===== src/rtl/spike_rate_decoder.sv =====
// spike_rate_decoder: counts spikes over back-to-back windows and emits per-window rates on valid/ready.
// Optional decaying spike trace enabled by defining SPIKE_TRACE_EN.
module spike_rate_decoder #(
   parameter int n_stage     = 6,
   parameter int window_bits = 8
) (
   input  logic                   clk,
   input  logic                   reset,
   input  logic                   enable,
   input  logic                   spike_in,
   input  logic [window_bits-1:0] window,
   input  logic [2:0]             shift,
   output logic [n_stage+1:0]     rate_out,
   output logic                   rate_overflow,
   output logic                   rate_valid,
   input  logic                   rate_ready,
   output logic                   dropped,
   output logic [n_stage+1:0]     trace_out
);
   localparam int w = n_stage + 2;
   localparam logic [0:0] st_idle  = 1'b0;
   localparam logic [0:0] st_count = 1'b1;
   logic [0:0]             state;
   logic [w-1:0]           cnt, cnt_nxt;
   logic [window_bits-1:0] cyc, win_q;
   logic                   ovf, ovf_nxt, win_end, hold, clear;
   always_comb begin
      cnt_nxt = (spike_in && !(&cnt)) ? cnt + 1'b1 : cnt;
      ovf_nxt = ovf | (spike_in & (&cnt));
      win_end = state == st_count && enable && cyc == win_q;
      hold    = rate_valid && !rate_ready;
      clear   = state == st_idle || !enable || win_end;
   end
   always_ff @(posedge clk or posedge reset) begin
      if (reset) begin
         state         <= st_idle;
         cnt           <= '0;
         cyc           <= '0;
         win_q         <= '0;
         ovf           <= 1'b0;
         rate_out      <= '0;
         rate_overflow <= 1'b0;
         rate_valid    <= 1'b0;
         dropped       <= 1'b0;
      end else begin
         dropped <= win_end && hold;
         // a window end coinciding with a transfer reloads instead of dropping
         if (win_end && !hold) begin
            rate_out      <= cnt_nxt;
            rate_overflow <= ovf_nxt;
            rate_valid    <= 1'b1;
         end else if (rate_valid && rate_ready) begin
            rate_valid <= 1'b0;
         end
         state <= enable ? st_count : st_idle;
         if ((state == st_idle && enable) || win_end) win_q <= window;
         cnt <= clear ? '0 : cnt_nxt;
         ovf <= clear ? 1'b0 : ovf_nxt;
         cyc <= clear ? '0 : cyc + 1'b1;
      end
   end
`ifdef SPIKE_TRACE_EN
   localparam logic [w:0] spk_inc = (w+1)'(2**n_stage);
   logic [w-1:0] trace, decay;
   logic [w:0]   tsum;
   always_comb begin
      decay = (shift == 3'd0) ? '0 : trace >> shift;
      tsum  = {1'b0, trace} - {1'b0, decay} + (spike_in ? spk_inc : '0);
   end
   always_ff @(posedge clk or posedge reset) begin
      if (reset) trace <= '0;
      else if (state == st_count) trace <= tsum[w] ? '1 : tsum[w-1:0];
   end
   assign trace_out = trace;
`else
   logic unused_shift;
   assign unused_shift = ^shift;
   assign trace_out = '0;
`endif
endmodule


===== config.mk =====
export PLATFORM = sky130hd
export DESIGN_NAME = spike_rate_decoder
export DESIGN_NICKNAME = d
export VERILOG_FILES = /design/src/rtl/spike_rate_decoder.sv
export SDC_FILE = /design/constraint.sdc
export NUM_CORES = 1
export LEC_CHECK = 0
export ABC_AREA = 1
export CORE_AREA = 2 2 63 80
export CTS_CLUSTER_DIAMETER = 60
export DETAILED_ROUTE_END_ITERATION = 10
export DIE_AREA = 0 0 65 82
export GPL_ROUTABILITY_DRIVEN = 0
export PLACE_DENSITY = 0.76
export SLEW_MARGIN = 25
export SYNTH_ARGS = -nofsm -noshare
export SYNTH_HDL_FRONTEND = slang
export SYNTH_SLANG_ARGS = --single-unit
export TNS_END_PERCENT = 10

===== constraint.sdc =====
create_clock -name clk -period 1.5 [get_ports clk]
set_clock_uncertainty 0.2 [all_clocks]
set_input_delay 0.3 -clock clk [delete_from_list [all_inputs] [get_ports clk]]
set_output_delay 0.3 -clock clk [all_outputs]
set_load 0.05 [all_outputs]

==> impl_metrics.yaml <==
global_route:
  grt_pass1_vias: 1911
  grt_pass1_wl_um: 7940
  grt_overflow_total: 0
  grt_usage_pct: 19.8
  antenna_found_initial: 0
  grt_start_max_net_pins: 38
floorplan:
  rows: 28
  fp.dieH_um: 82
  core-area_sq_mm: 0.00459
  die_x_um: 65
  dieArea_sq_mm: 0.00533
  boundaryPins: 35
  initial_utilization_pct: 45.9
worst_setup_path:
  critical-path-top-delay-family: "simple AND/OR/NAND/NOR gates"
  path_cells: "buf_4, xnor2_2, nand2_2, nor2_4, nand2_8, nand2_4, a21oi_1"
  r2r_cells: 7
  crit_required_ns: 1.47
  critPathKind: "register to register"
  r2r-start: "win_q[6]"
  r2r_end: "cnt[7]"
  start_kind: "register"
  cp_max_fo: 14
  crit_slowest_cell: "dfrtp_2"
  max_stage_delay_ns: 0.44
  worstPathArrival_ns: 1.63
  critPathCaptureType: "register"
  ff2ff_setup_slack_ns: -0.16
  critical_path_buf_inv_count: 1
route:
  routed_via_density: 4.81
  dr.pass1.iters: 4
  wire_per_inst_um: 12.3
  totalWireLength_um: 4850
  ant_nets: 0
  drc_errors: 0
  drtIter0Drc: 67
  vias: 1896
yosys:
  ys_types: 27
  synthCells: 267
  avgSynthCellArea_sq_um: 7.89
  netlist_area_sq_mm: 0.00211
  ys_ff_latch: 37
  yosysWarnings: 0
  ys_seq_area_share_pct: 44.0
sta:
  finalMaxSlewViolations: 0
  period_share_pct: 111
  hold_viol: 0
  fmax_mhz: 601
  fin_crit_ns: 1.66
  rsz0062_at_grt: "true"
  whs_ns: 0.146
  setup_slack_ns: -0.165
  setup_viol_count_final: 35
status:
  status: "finished with violations"
  violations: "negative setup slack"
pwr:
  p_seq_share_pct: 47.0
  netSwitchingFraction_pct: 30.4
  comb_power_share_pct: 22.5
  intPower_mw: 1.63
  ir_drop_uv: 669
  clkPwrFrac_pct: 30.5
  power_per_cell_area_mw_per_mm2: 788
  p_sw_uw: 713
  p_leak_nw: 1.50
job:
  cap_viol_max_count: 0
cts:
  worst_skew_pair.late_latency_ns: 0.30
  tritoncts: "built"
  clock-sinks: 37
  cts_root_buf: "clkbuf_8"
  ctsLongestPathBuffers: 2
  htree_levels: 2
  clk_pin_slew_worst_paths_ns: 0.07
  cts_made_buffers: 5
  holdBufCountCts: 0
layout:
  final_core_util_pct: 64.8
  nets: 352
  nFillCells: 360
  multiInputGateArea_sq_mm: 0.00109
  seq_area_sq_um: 928
  diodes: 0
  drive_above_1_share_pct: 35.3
  area_growth_pct: 41.2
placed_design:
  place_hpwl_um: 3330
  io_buffers: 23
min_path:
  hold_path_class: "primary input to asynchronous set/reset pin"
==> tightest hold or removal path, stage by stage <==
cell	delay [ns]
clkdlybuf4s50_1	0.40
inv_1	0.10
buf_12	0.22
==> how the worst max path moves through the flow <==
stage                  start           to  depth (start not counted)
floorplan             cyc[6]       cyc[7]                          7
global placement    spike_in  rate_out[4]                          7
detailed placement  spike_in  rate_out[4]                          7
CTS                 win_q[5]  rate_out[4]                          9
global route          cnt[0]  rate_out[4]                         10
finish              win_q[6]       cnt[7]                          7
==> cells in the final DEF, fill, tap and decap left out, drive strengths merged, types with 2 or more instances in the layout <==
master / n
buf: 50
dfrtp: 37
inv: 35
nand2: 101
xnor2: 3
a21oi: 8
nand4: 3
clkbuf: 6
nor3: 2
o21ai: 3
xor2: 4
clkdlybuf4s50: 12
nand3: 35
ha: 2
conb: 8
nor2: 22
==> state kept, by name, indices dropped and copies added, names as in the netlist <==
register,count
cnt,8
cyc,8
rate_out,8
win_q,8
dropped,1
ovf,1
rate_overflow,1
rate_valid,1
state,1
==> power by group through the flow <==
stage | clock (mW) | sequential [mW] | combinational (mW)
2_1_floorplan | 0 | 1.14 | 0.289
3_3_place_gp | 0 | 1.12 | 0.433
3_5_place_dp | 0 | 1.12 | 0.447
4_1_cts | 0.732 | 1.10 | 0.480
5_1_grt | 0.768 | 1.11 | 0.576
6_report | 0.716 | 1.10 | 0.527
==> area by class of cell <==
cell class,count,area share [%]
inverters,35,4.42
clock inverters,1,0.252
well taps,60,2.52
flip-flops and latches,37,31.2
multi-input cells,193,36.7
clock buffers,6,2.78
repair buffers,62,22.1
==> synth_stat cells, drive strengths merged <==
master | n | area share (%)
xor2 | 4 | 1.7
nand3b | 1 | 0.36
o21ai | 3 | 0.71
nand3 | 34 | 8.7
buf | 11 | 4.4
a21oi | 8 | 2.6
conb | 1 | 0.18
xnor2 | 3 | 1.2
nor2 | 22 | 6.5
nand4 | 3 | 0.89
and3 | 1 | 0.30
nand2 | 100 | 21
nor3 | 2 | 0.48
inv | 35 | 6.2
dfrtp | 37 | 44
ha | 2 | 1.2
==> routing by layer <==
| layer | vias up | part of all wire [%] | global-route usage (%) |
|---|---|---|---|
| li1 | 949 | - | - |
| met1 | 894 | 37 | 19.9 |
| met2 | 43 | 56 | 37.0 |
| met3 | 10 | 4.4 | 5.48 |
| met4 | 0 | 2.3 | 10.0 |
| met5 | - | 0 | 0 |
==> through the flow <==
step                total power [mW]  setup slack, ns  TNS (ns)  std cells  cell area, sq um
floorplan                       1.42           0.0192         0        274              2140
global placement                1.55           -0.201     -4.56        370              2660
detailed placement              1.56           -0.234     -5.20        370              2660
CTS                             2.31           -0.139     -2.81        386              2840
global route                    2.45           -0.252     -6.97        394              2970
finish                          2.34           -0.165     -4.21        394              2970
==> logic make-up after synthesis <==
| family | after synthesis | share of synthesized area (%) |
|---|---|---|
| AOI/OAI and AO/OA | 11 | 3.33 |
| DFF | 37 | 44.0 |
| adders and majority gates | 2 | 1.19 |
| xor gates and xnor gates | 7 | 2.91 |
| buffers and inverters | 46 | 10.6 |
| and+or+nand+nor | 163 | 37.8 |
| other | 1 | 0.178 |
==> timing repair <==
item / in CTS / in global routing
gates cloned: 1 / 1
resized for setup: 6 / 21
pin swaps: 7 / 9
endpoints found under the setup margin: 36 / 36
setup buffers: 8 / 7
(Power assumes the default switching activity.)
